<file path="src/rtl/mem_arb_pkg.sv">
// Shared types for the IF/MEM memory-port arbiter: FSM state encoding and
// requester identifiers.
package mem_arb_pkg;

    typedef enum logic [1:0] {
        IDLE   = 2'd0,
        BUSY_I = 2'd1,
        BUSY_D = 2'd2
    } arb_state_t;

    localparam logic REQ_I = 1'b0;
    localparam logic REQ_D = 1'b1;

endpackage : mem_arb_pkg

</file>
<file path="src/rtl/mem_port_arbiter.sv">
// Arbitrates one single-port memory between instruction fetch and the MEM stage.
// Data accesses win ties unless fetch has already waited FAIR_MAX data grants.
module mem_port_arbiter
    import mem_arb_pkg::*;
#(
    parameter int ADDR_W   = 32,
    parameter int DATA_W   = 32,
    parameter int FAIR_MAX = 4
) (
    input  logic              clk,
    input  logic              reset,
    input  logic              if_req,
    input  logic [ADDR_W-1:0] if_addr,
    output logic [DATA_W-1:0] if_rdata,
    output logic              if_ack,
    input  logic              d_req,
    input  logic              d_we,
    input  logic [ADDR_W-1:0] d_addr,
    input  logic [DATA_W-1:0] d_wdata,
    output logic [DATA_W-1:0] d_rdata,
    output logic              d_ack,
    output logic              m_valid,
    output logic              m_we,
    output logic [ADDR_W-1:0] m_addr,
    output logic [DATA_W-1:0] m_wdata,
    input  logic [DATA_W-1:0] m_rdata,
    input  logic              m_done,
    output logic              stall_f,
    output logic              stall_m
);

    localparam logic [3:0] FAIR_MAX_C = 4'(FAIR_MAX);

    arb_state_t        r_state;
    arb_state_t        w_next_state;
    logic [3:0]        r_fair_cnt;
    logic              r_if_ack;
    logic              r_d_ack;
    logic [DATA_W-1:0] r_if_rdata;
    logic [DATA_W-1:0] r_d_rdata;
    logic              r_m_we;
    logic [ADDR_W-1:0] r_m_addr;
    logic [DATA_W-1:0] r_m_wdata;

    logic w_if_elig;
    logic w_d_elig;
    logic w_grant_valid;
    logic w_grant_id;
    logic w_m_valid;
    logic w_done_i;
    logic w_done_d;

    // A requester being acked this cycle is not asking for a new transaction yet.
    assign w_if_elig     = if_req & ~r_if_ack;
    assign w_d_elig      = d_req & ~r_d_ack;
    assign w_grant_valid = (r_state == IDLE) & (w_if_elig | w_d_elig);
    assign w_grant_id    = (w_d_elig & ~(w_if_elig & (r_fair_cnt == FAIR_MAX_C))) ? REQ_D : REQ_I;

    // NOTE: sequential state uses non-blocking (<=) so every flop samples
    // pre-edge values; combinational blocks use blocking (=).
    always_ff @(posedge clk or negedge reset) begin
        if (!reset) begin
            r_state <= IDLE;
        end else begin
            r_state <= w_next_state;
        end
    end

    // NOTE: default assignment first so no path through the case leaves the
    // output unassigned and infers a latch.
    always_comb begin
        w_next_state = r_state;
        unique case (r_state)
            IDLE: begin
                if (w_grant_valid) begin
                    w_next_state = (w_grant_id == REQ_D) ? BUSY_D : BUSY_I;
                end
            end
            BUSY_I, BUSY_D: begin
                if (m_done) begin
                    w_next_state = IDLE;
                end
            end
            default: w_next_state = IDLE;
        endcase
    end

    always_comb begin
        w_m_valid = (r_state == BUSY_I) || (r_state == BUSY_D);
        w_done_i  = (r_state == BUSY_I) && m_done;
        w_done_d  = (r_state == BUSY_D) && m_done;
    end

    always_ff @(posedge clk or negedge reset) begin
        if (!reset) begin
            r_if_ack   <= 1'b0;
            r_d_ack    <= 1'b0;
            r_if_rdata <= '0;
            r_d_rdata  <= '0;
            r_m_we     <= 1'b0;
            r_m_addr   <= '0;
            r_m_wdata  <= '0;
            r_fair_cnt <= '0;
        end else begin
            r_if_ack <= w_done_i;
            r_d_ack  <= w_done_d;
            if (w_done_i) begin
                r_if_rdata <= m_rdata;
            end
            // Store completions leave the last load data in place.
            if (w_done_d && !r_m_we) begin
                r_d_rdata <= m_rdata;
            end
            if (w_grant_valid) begin
                if (w_grant_id == REQ_D) begin
                    r_m_we    <= d_we;
                    r_m_addr  <= d_addr;
                    r_m_wdata <= d_wdata;
                    if (w_if_elig && (r_fair_cnt != FAIR_MAX_C)) begin
                        r_fair_cnt <= r_fair_cnt + 4'd1;
                    end
                end else begin
                    r_m_we     <= 1'b0;
                    r_m_addr   <= if_addr;
                    r_m_wdata  <= '0;
                    r_fair_cnt <= '0;
                end
            end
        end
    end

    assign m_valid  = w_m_valid;
    assign m_we     = r_m_we;
    assign m_addr   = r_m_addr;
    assign m_wdata  = r_m_wdata;
    assign if_ack   = r_if_ack;
    assign d_ack    = r_d_ack;
    assign if_rdata = r_if_rdata;
    assign d_rdata  = r_d_rdata;
    assign stall_f  = if_req & ~r_if_ack;
    assign stall_m  = d_req & ~r_d_ack;

endmodule : mem_port_arbiter

</file>
<file path="config.mk">
export PLATFORM = sky130hd
export DESIGN_NAME = mem_port_arbiter
export DESIGN_NICKNAME = d
export VERILOG_FILES = /design/src/rtl/mem_arb_pkg.sv /design/src/rtl/mem_port_arbiter.sv
export SDC_FILE = /design/constraint.sdc
export NUM_CORES = 1
export LEC_CHECK = 0
export CAP_MARGIN = 20
export CORE_ASPECT_RATIO = 1.5
export CORE_MARGIN = 10
export CORE_UTILIZATION = 44
export CTS_CLUSTER_DIAMETER = 30
export DETAILED_ROUTE_END_ITERATION = 10
export GPL_ROUTABILITY_DRIVEN = 0
export PLACE_DENSITY = 0.84
export SLEW_MARGIN = 20
export SYNTH_ARGS = -nofsm -noshare
export SYNTH_HDL_FRONTEND = slang
export SYNTH_SLANG_ARGS = --single-unit
</file>
<file path="constraint.sdc">
create_clock -name clk -period 3.2 [get_ports clk]
set_input_delay 0.32 -clock clk [delete_from_list [all_inputs] [get_ports clk]]
set_output_delay 0.32 -clock clk [all_outputs]
set_load 0.05 [all_outputs]
</file>
==> out/metrics.cfg <==
[sta]
fmax_mhz = 420.9
rsz0062_at_grt = false
setup_violations = 0
setup_ws_ns = 0.8243
skew_ns = 0.01087
hold_viol = 0
fin_crit_ns = 2.376
tightestPinTransition_ns = 0.7750
fin_crit_sh_pct = 74.24
finalMaxSlewViolations = 0
fin_setup_tns_ns = 0
maxSlewHeadroom_pct = 48.14

[cts]
cts_resized = 0
clk_pin_slew_ns = 0.06
htreeDepth = 4
clk_latency_ns = 0.41
cts_sinks = 137
post_cts_buffers = 0
cts_buffers = 17
cts_tree = yes
cts_hold_buffers = 1
cts_buffer_depth = 2
cts_root_buf = clkbuf_16

[placement]
place_ws_ns = 0.9521
port_buffers = 267
dp.cells = 837
dp_hpwl_um = 13660
place_area_um2 = 8384

[routing]
vias = 4538
dr.first_iter.drc_count = 229
viasPerCell = 5.216
drt-total-wl_um = 18630
dr.pass1.iters = 8
drtAntennaViolNets = 0
drc = 0
wl_per_cell_um = 21.41

[synth]
yosysWarnings = 0
ys_seq_area_share_pct = 61.82
syn-instance-count = 431
synth_seq_cells = 137
synthesis.area_um2 = 5545
yosys-top-cells-area = dfrtp_1, mux2_2, inv_1, a222oi_1, a22o_1
synth.avg_cell_area_um2 = 12.87
synth.largest_area_cell = dfrtp_1
synth_cell_types = 30
syn_nets = 570
synth_top_area_share_pct = 61.82

[run_status]
status = finished clean

[worst_setup_path]
crit_type = reg -> out
r2r_setup_slack_ns = 1.30
timing.critical_path.arrival_ns = 2.06
cp_slowest_stage_delay_ns = 0.86
cp_max_fo = 3
required_ns = 2.88
endpoint_kind = primary output
slowest_stage = clkdlybuf4s50_1
critPathLaunchType = flop
worstPathCellList = inv_1 > ha_1 > clkdlybuf4s50_1

[die]
core_area_um2 = 12450
start_util_pct = 44.54
die_x_um = 111.7
pin_count = 268
die_area_um2 = 17590
rows = 50
die_h_um = 157.5

[global_routing]
grt_remaining_overflow = 0
antenna_found_initial = 1
grt_pass1_wl_um = 28140
grt_max_degree = 80
grtUsageTotal_pct = 20.34
grt_pass1_vias = 4989

[pwr]
pwr-share-clk_pct = 17.3
ir_drop_v = 0.0007763
power_leakage_nw = 4.204
pwr-share-seq_pct = 26.5
power-per-cell-area_nw_per_um2 = 1263
p_switching_mw = 5.368
combPwrFrac_pct = 56.2
p_int_mw = 5.979
switching_share_pct = 47.31

[finish]
layout_commonest_cell = clkdlybuf4s50_1
final_util_pct = 72.18
drive_above_1_share_pct = 14.85
stdcell_count = 870
final_area_um2 = 8986
fin_nets = 840
diodes = 0
nFillCells = 863
area_growth_pct = 62.05
layout_common_cells = clkdlybuf4s50_1, dfrtp_1, inv_1

[worst_hold_path]
hold_class = in -> reg

[run]
drv_cap = 0

## synth_stat cells, drive strengths merged
library cell,number
nor2b,2
mux2,64
inv,104
a22o,34
buf,20
o2bb2ai,1
nand3,1
clkbuf,5
and3b,1
a21oi,2
and2,1
nand3b,2
nand2,7
o21ai,4
dfrtp,137
mux2i,1
ha,5
o311ai,1
a222oi,32
nand2b,3
o22ai,1
nand4,1
nor4bb,1
o211a,1
## cell type report
type	instances	area, um^2	share of cell area, %
Sequential cell	137	3428	38.15
Timing Repair Buffer	276	2769	30.81
Inverter	104	390.4	4.344
Clock buffer	18	429.2	4.776
Clock inverter	14	162.7	1.810
Tap cell	156	195.2	2.172
Multi-Input combinational cell	165	1612	17.93
## flip-flops by register name, summed over array words and instances, names as in the netlist
name,count
d_rdata,32
if_ack,1
if_rdata,32
r_fair_cnt,4
d_ack,1
m_wdata,32
m_addr,32
m_we,1
r_state,2
## final timing paths
kind,start,endpoint,cells after the start
setup / recovery,r_state[0],m_valid,3
hold / removal,if_addr[27],m_addr[27],3
setup reg to reg,r_state[0],m_addr[11],6
hold reg to reg,d_rdata[16],d_rdata[16],1
max in group asynchronous,reset,d_rdata[24],3
min in group asynchronous,reset,m_wdata[5],2
## layer usage
metal,wire [um],track usage [%],vias up
met4,570,8.717,2
li1,-,-,2021
met5,18,0,-
met2,10030,36.31,208
met1,6453,20.25,2271
met3,1558,8.419,36
## power groups by stage
stage / registers [mW] / logic, mW / clock network (mW)
2_1_floorplan: 5.70 / 1.39 / 0
3_3_place_gp: 2.97 / 6.28 / 0
3_5_place_dp: 3.02 / 6.39 / 0
4_1_cts: 3.01 / 6.44 / 1.99
5_1_grt: 3.10 / 6.65 / 2.07
6_report: 3.01 / 6.38 / 1.96
## per-stage QoR
step | total power, mW | hold WS [ns]
detailed placement | 9.408 | 0.4032
finish | 11.35 | 0.4668
CTS | 11.45 | 0.4518
global route | 11.82 | 0.4629
floorplan | 7.088 | 0.02441
global placement | 9.244 | 0.3866
## kinds of logic after synthesis
kind of cell    count (synthesis)  share of synthesized area (%)
compound gates                 76                          12.30
simple gates                   19                          2.189
fa+ha+maj                       5                          1.128
flops                         137                          61.82
buf+inv                       129                          9.386
mux                            65                          13.18
## worst max-delay path: cells and delay by family (launching register included)
| kind | cells | cell delay, ns |
|---|---|---|
| buffers and inverters | 2 | 0.93 |
| DFF | 1 | 0.37 |
| adders and majority gates | 1 | 0.34 |
Note: power is estimated with default switching activity, not from simulation.
